==> src/rtl/ram_master_pkg.sv <==
// ram_master_pkg: shared state encoding and default sizes for the RAM burst master.
package ram_master_pkg;
   typedef enum logic [1:0] {IDLE, WRITE, READ} state_t;
   localparam int DEF_DATA_W = 8;
   localparam int DEF_ADDR_W = 6;
   localparam int DEF_DEPTH  = 32;
   localparam int DEF_LEN_W  = 5;
endpackage

==> src/rtl/ram_burst_counter.sv <==
// ram_burst_counter: burst start load, mod-DEPTH address stepping and beats-remaining flags.
module ram_burst_counter #(
   parameter int ADDR_W = 6,
   parameter int DEPTH  = 32,
   parameter int LEN_W  = 5
) (
   input  logic              clk,
   input  logic              rst,
   input  logic              load_i,
   input  logic [ADDR_W-1:0] addr_i,
   input  logic [LEN_W-1:0]  len_i,
   input  logic              step_i,
   output logic [ADDR_W-1:0] addr_o,
   output logic              empty_o,
   output logic              last_o
);
   localparam int AW = $clog2(DEPTH);
   logic [AW-1:0] cur_q, cur_d;
   logic [LEN_W:0] left_q, left_d;
   // address wraps DEPTH-1 -> 0 purely by truncation to AW bits
   always_comb begin
      cur_d  = load_i ? addr_i[AW-1:0] : step_i ? cur_q + AW'(1) : cur_q;
      left_d = load_i ? {1'b0, len_i} + (LEN_W+1)'(1) : step_i ? left_q - (LEN_W+1)'(1) : left_q;
   end
   always_ff @(posedge clk) begin
      if (rst) begin
         cur_q  <= '0;
         left_q <= '0;
      end else begin
         cur_q  <= cur_d;
         left_q <= left_d;
      end
   end
   assign addr_o  = ADDR_W'(cur_q);
   assign empty_o = left_q == '0;
   assign last_o  = left_q == (LEN_W+1)'(1);
endmodule

==> src/rtl/single_port_ram_master.sv <==
// single_port_ram_master: burst command initiator for one single_port_ram, with
// a streamed write path and a one-deep registered read response.
module single_port_ram_master
   import ram_master_pkg::*;
#(
   parameter int DATA_W = DEF_DATA_W,
   parameter int ADDR_W = DEF_ADDR_W,
   parameter int DEPTH  = DEF_DEPTH,
   parameter int LEN_W  = DEF_LEN_W
) (
   input  logic              clk,
   input  logic              rst,
   input  logic              cmd_valid,
   output logic              cmd_ready,
   input  logic              cmd_write,
   input  logic [ADDR_W-1:0] cmd_addr,
   input  logic [LEN_W-1:0]  cmd_len,
   input  logic              wr_valid,
   output logic              wr_ready,
   input  logic [DATA_W-1:0] wr_data,
   output logic              rd_valid,
   input  logic              rd_ready,
   output logic [DATA_W-1:0] rd_data,
   output logic              busy,
   output logic [DATA_W-1:0] ram_data,
   output logic [ADDR_W-1:0] ram_address,
   output logic              ram_en,
   output logic              ram_write_enable,
   input  logic [DATA_W-1:0] ram_q
);
   state_t state_q, state_d;
   logic pend_q, pend_d, rd_valid_q, rd_valid_d;
   logic [DATA_W-1:0] rd_data_q, rd_data_d;
   logic [ADDR_W-1:0] last_q, last_d, cnt_addr;
   logic cnt_empty, cnt_last, take, issue;
   assign take  = pend_q && (!rd_valid_q || rd_ready);
   assign issue = state_q == READ && !cnt_empty && (!pend_q || take);
   ram_burst_counter #(.ADDR_W(ADDR_W), .DEPTH(DEPTH), .LEN_W(LEN_W)) u_cnt (
      .clk     (clk),
      .rst     (rst),
      .load_i  (cmd_valid && cmd_ready),
      .addr_i  (cmd_addr),
      .len_i   (cmd_len),
      .step_i  ((state_q == WRITE && wr_valid) || issue),
      .addr_o  (cnt_addr),
      .empty_o (cnt_empty),
      .last_o  (cnt_last)
   );
   always_ff @(posedge clk) begin
      if (rst) state_q <= IDLE;
      else     state_q <= state_d;
   end
   // a read burst ends when the final pending beat is captured; nothing is left to issue then
   always_comb begin
      state_d = state_q == IDLE  ? (cmd_valid ? (cmd_write ? WRITE : READ) : IDLE) :
                state_q == WRITE ? (wr_valid && cnt_last ? IDLE : WRITE) :
                                   (take && cnt_empty ? IDLE : READ);
   end
   always_comb begin
      busy             = !rst && state_q != IDLE;
      cmd_ready        = !rst && state_q == IDLE;
      wr_ready         = !rst && state_q == WRITE;
      ram_en           = !rst && (state_q == WRITE ? wr_valid : state_q == READ);
      ram_write_enable = !rst && state_q == WRITE;
      ram_address      = state_q == READ && !issue ? last_q : cnt_addr;
      ram_data         = wr_data;
   end
   // while stalled, re-presenting the last issued address keeps ram_q steady
   always_comb begin
      pend_d     = issue ? 1'b1 : take ? 1'b0 : pend_q;
      rd_valid_d = take ? 1'b1 : rd_ready ? 1'b0 : rd_valid_q;
      rd_data_d  = take ? ram_q : rd_data_q;
      last_d     = issue ? cnt_addr : last_q;
   end
   always_ff @(posedge clk) begin
      if (rst) begin
         pend_q     <= 1'b0;
         rd_valid_q <= 1'b0;
         rd_data_q  <= '0;
         last_q     <= '0;
      end else begin
         pend_q     <= pend_d;
         rd_valid_q <= rd_valid_d;
         rd_data_q  <= rd_data_d;
         last_q     <= last_d;
      end
   end
   assign rd_valid = rd_valid_q;
   assign rd_data  = rd_data_q;
endmodule

==> config.mk <==
export PLATFORM = sky130hd
export DESIGN_NAME = single_port_ram_master
export DESIGN_NICKNAME = d
export VERILOG_FILES = /design/src/rtl/ram_master_pkg.sv /design/src/rtl/ram_burst_counter.sv /design/src/rtl/single_port_ram_master.sv
export SDC_FILE = /design/constraint.sdc
export NUM_CORES = 1
export LEC_CHECK = 0
export BUFFER_PORTS_ARGS = -buffer_cell sky130_fd_sc_hd__clkbuf_2
export CORE_MARGIN = 5
export CORE_UTILIZATION = 45
export DETAILED_ROUTE_END_ITERATION = 10
export PLACE_DENSITY = 0.87
export SLEW_MARGIN = 20
export SYNTH_ARGS = -nofsm -noshare
export SYNTH_HDL_FRONTEND = slang
export SYNTH_SLANG_ARGS = --single-unit
==> constraint.sdc <==
create_clock -name clk -period 3.35 [get_ports clk]
set_input_delay 0.1675 -clock clk [delete_from_list [all_inputs] [get_ports clk]]
set_output_delay 0.1675 -clock clk [all_outputs]
set_load 0.05 [all_outputs]
# Word-level counts from Yosys, hierarchy flattened

Cells that the tools add are included.

Register bits: 28
Word-level logic and storage cells: 55

Add/subtract/negate cells: 3
Eq/ne operators: 3
Muxes and demuxes: 16
Reductions and logical operators: 26

Operator list:

| cell                                                                  | count |
|---|---|
| 5-bit 2-to-1 mux                                                      | 3 |
| 1-bit logical AND                                                     | 12 |
| 6-bit 2-to-1 mux                                                      | 2 |
| 2-bit 2-to-1 mux                                                      | 5 |
| 2-bit nonzero test                                                    | 4 |
| 5-bit by 1-bit adder with 6-bit output, second input constant         | 1 |
| 6-bit by 1-bit equality test with 1-bit output, second input constant | 1 |
| 6-bit zero test                                                       | 1 |
| 1-bit 2-to-1 mux                                                      | 6 |
| 6-bit by 1-bit subtractor with 6-bit output, second input constant    | 1 |
| 5-bit by 1-bit adder with 5-bit output, second input constant         | 1 |
| 1-bit zero test                                                       | 5 |
| 1-bit logical OR                                                      | 3 |
| 2-bit by 1-bit equality test with 1-bit output, second input constant | 1 |
| 2-bit equality test, second input constant                            | 1 |
| 2-bit zero test                                                       | 1 |

# Depth between registers and ports, before layout

Word-level depth: 8
Gate-level depth with buffers: 7
Depth with buffers taken out: 6

# Modules after synthesis

A second synthesis with hierarchy kept.

Cell total of the unflattened synthesis: 188
Area, all modules: 1,640.3 µm²

Modules (own cells, without submodules):

| module                 | times used | cells each | area an instance (µm²) | sequential area each (µm²) |
|---|---|---|---|---|
| single_port_ram_master | 1          | 107        | 947.2                  | 360.3 |
| ram_burst_counter      | 1          | 81         | 693.2                  | 220.2 |

# Least setup slack after synthesis

Ideal clock, no wire load.

Path kind: reg2out
From: register state_q[1]
To: output port wr_ready
Arrival: 2.085 ns
Data required time: 3.182 ns
Setup slack: 1.097 ns
Cell stages (with the launch flop): 4
Cells stage by stage: dfxtp_1 -> buf_2 -> nor3b_1 -> buf_4

Cells in the longest elaborated chain, start to end: 2

RTL lines:

| what                                           | line                         | RTL |
|---|---|---|
| from (decl)                                    | single_port_ram_master.sv:31 | `state_t state_q, state_d;` |
| from (signal assigned)                         | single_port_ram_master.sv:51 | `else state_q <= state_d;` |
| 2-bit by 1-bit equality test with 1-bit output | n/a                          |  |
| 1-bit logical AND                              | n/a                          |  |
| to (decl)                                      | single_port_ram_master.sv:19 | `output logic wr_ready,` |

No other way between the ends.

# Worst setup path in the final report

From: register u_cnt.left_q[2]
To: output port ram_address[2]

Cells in the longest elaborated chain, start to end: 7

RTL lines:

| what                            | line                         | RTL |
|---|---|---|
| from (decl)                     | ram_burst_counter.sv:19      | `logic [LEN_W:0] left_q, left_d;` |
| from (signal assigned)          | ram_burst_counter.sv:31      | `left_q <= left_d;` |
| 6-bit zero test                 | ram_burst_counter.sv:35      | `assign empty_o = left_q == '0;` |
| 1-bit zero test                 | single_port_ram_master.sv:37 | `assign issue = state_q == READ && !cnt_empty && (!pend_q \|\| take);` |
| 1-bit logical AND (2 in series) | single_port_ram_master.sv:37 |  |
| 1-bit zero test                 | single_port_ram_master.sv:65 | `ram_address = state_q == READ && !issue ? last_q : cnt_addr;` |
| 1-bit logical AND               | single_port_ram_master.sv:65 |  |
| 5-bit 2-to-1 mux                | single_port_ram_master.sv:65 |  |
| to (decl)                       | single_port_ram_master.sv:26 | `output logic [ADDR_W-1:0] ram_address,` |

No other way between the ends.

==> results.cfg <==
[status]
status = completed

[logic_synthesis]
ys_seq_area_share_pct = 35.9
synth-edff-count = 0
syn_avg_cell_area_um2 = 8.92
synth_cells = 175
synth.net_count = 213
synthArstFlopShare_pct = 0
ys_ff_latch = 28
ys_warn_count = 0
synth.cell_area_mm2 = 0.00156
synth_cell_types = 45
synth_ff_type = dfxtp_1

[floorplanning]
initial_core_util_pct = 46.8
die_area_mm2 = 0.00475
die_w_um = 68.9
core_mm2 = 0.00334
ios = 61
die_y_um = 68.9
fp-row-count = 21

[global_route]
grt.total_usage_pct = 13.7
grt_max_degree = 34
grt_pass1_vias = 1140
overflow = 0
antenna_found_initial = 0
grt_pass1_wl_um = 5000

[setup_path]
crit_path_max_fanout = 5
critPathKind = register to primary output
endpoint = ram_address[2]
cp_slowest_cell = a21oi_1
crit_buf_inv = 1
r2r-end = u_cnt.cur_q[4]
cp.required_ns = 3.18
cp.arrival_ns = 2.44
crit_family = simple AND/OR/NAND/NOR gates
slowest_delay_ns = 0.50
cp_cell_sequence = nor4_4 -> nand2_1 -> a21oi_1 -> mux2_2 -> clkbuf_2
cp.depth = 5
worstRegToRegCells = 6
endpoint_kind = primary output
rr_startpoint = u_cnt.left_q[0]
startpoint_type = register
cp-startpoint = u_cnt.left_q[2]
timing.reg2reg.setup_slack_ns = 1.14

[detailed_routing]
drt-initial-drc-count = 44
ant_nets = 0
wire_per_inst_um = 12.7
drtPass1Iterations = 4
routed_wl_um = 3170
drc = 0
vias_per_cell = 5.23
dr_total_vias = 1308

[timing]
whs_ns = 0.0353
rsz0062_at_grt = no
hold_viol_final = 0
skew_ns = 0.00163
final_max_slew_viol_count = 0
maxSlewHeadroom_pct = 54.2
min_period_ns = 2.61
fin_crit_sh_pct = 78.0
finalSetupViolCount = 0
max_freq_mhz = 383
tns_ns = 0
worst_slew_pin_slew_ns = 0.687

[clocking]
post_cts_buffers = 0
cts_max_path_buffers = 2
cts_sinks = 28
cts_buffers = 3
cts.clk_slew.worst_paths_ns = 0.15
root_buffer = clkbuf_4
post_cts_resized = 0
worst_skew_pair.late_latency_ns = 0.33
htreeDepth = 1
hold_buffers = 0
cts_tree = built

[layout]
fin_area_mm2 = 0.00175
final_common_cell = clkbuf_2
num_antenna_cells = 0
layout_common_cells = clkbuf_2, dfxtp_1, nor2_1
syn2layout_area_growth_pct = 12.3
finish.utilization_pct = 52.5
drive_gt1_share_pct = 29.9
fin_nets = 243

[pwr]
swShare_pct = 37.1
seqPwrFrac_pct = 46.2
comb_power_share_pct = 34.6
peakVddDrop_mv = 0.336
p_leak_nw = 0.801
p_switching_mw = 0.324
p_per_area_mw_per_mm2 = 498
intPower_mw = 0.548
clockPowerShare_pct = 19.2

[placement]
gp_congestion = 0.833
place_area_mm2 = 0.00172
io_buffers = 42
place_hpwl_um = 2380

[run]
drv_cap = 0

[min_path]
worstHoldStart = cmd_addr[0]
min_path_type = input port to register
-- cells by family (layout without fill, tap and decap cells) --
family          after synthesis  after routing  share of synthesized area [%]
simple gates                 63             63                           21.3
compound gates               33             33                           14.5
flops                        28             28                           35.9
buf+inv                      21             50                           8.66
mux                          19             19                           12.6
fa+ha+maj                     5              5                           4.01
xor+xnor                      5              5                           2.81
other cells                   1              1                          0.240
-- registers in the layout, indices dropped and copies added (netlist names) --
name and cells:
u_cnt.cur_q 5, last_q 5, rd_data 8, u_cnt.left_q 6, state_q 2, rd_valid 1, pend_q 1
-- power by group through the flow --
stage	registers [mW]	clock network, mW	logic, mW
after floorplan	0.415	0	0.262
after global routing	0.408	0.185	0.333
after CTS	0.402	0.173	0.304
final	0.403	0.167	0.302
after detailed placement	0.409	0	0.303
after global placement	0.408	0	0.297
-- worst min-delay path: cells and delay by family --
kind                   cells  cell delay (ns)
AND/OR/NAND/NOR            1             0.04
buffers and inverters      1             0.08
AO/OA/AOI/OAI              1             0.05
-- metrics by stage --
stage	power [mW]	worst slack, ns	std cells
global placement	0.705	1.19	246
CTS	0.879	0.721	250
finish	0.872	0.739	250
detailed placement	0.712	1.12	246
global route	0.927	0.536	250
floorplan	0.677	1.10	175
-- final cells by class --
type | instances | area [um2]
Sequential cell | 28 | 561
Timing Repair Buffer | 44 | 225
Fill cell | 325 | 1590
Tap cell | 46 | 57.6
Clock buffer | 4 | 36.3
Multi-Input combinational cell | 126 | 865
Inverter | 2 | 7.51
-- synth_stat cells (2+ instances only) --
cell type  number  area (um2)
a211oi_1        2        15.0
a21oi_1         9        45.0
a31oi_1         2        12.5
buf_1           2        7.51
buf_2           3        15.0
buf_4          12        90.1
dfxtp_1        28         561
ha_1            5        62.6
inv_1           2        7.51
mux2_2          5        56.3
mux2i_1        14         140
nand2_1         9        33.8
nand2b_1        3        18.8
nand3_1         6        30.0
nor2_1         24        90.1
nor2b_1         2        12.5
nor3_1          5        25.0
o21ai_0         9        45.0
o21bai_1        2        15.0
or3_1           3        18.8
xor2_1          4        35.0
-- worst min path at each step --
stage / cells after the start / slack (ns) / to
after global placement: 0 / 0.34 / ram_data[0]
final: 3 / 0.04 / u_cnt.cur_q[0]
after floorplan: 1 / 0.28 / state_q[1]
after CTS: 3 / 0.03 / u_cnt.cur_q[0]
after global routing: 2 / 0.02 / state_q[1]
after detailed placement: 0 / 0.34 / ram_data[0]
-- metal layers --
layer	GRT usage (%)	up-vias	part of all wire, %
met5	0	-	0
met4	3.16	0	0.73
met3	4.21	4	8.1
met2	23.2	46	47
met1	17.1	586	44
li1	-	672	-
No activity file was read; power rests on OpenSTA's default activity.
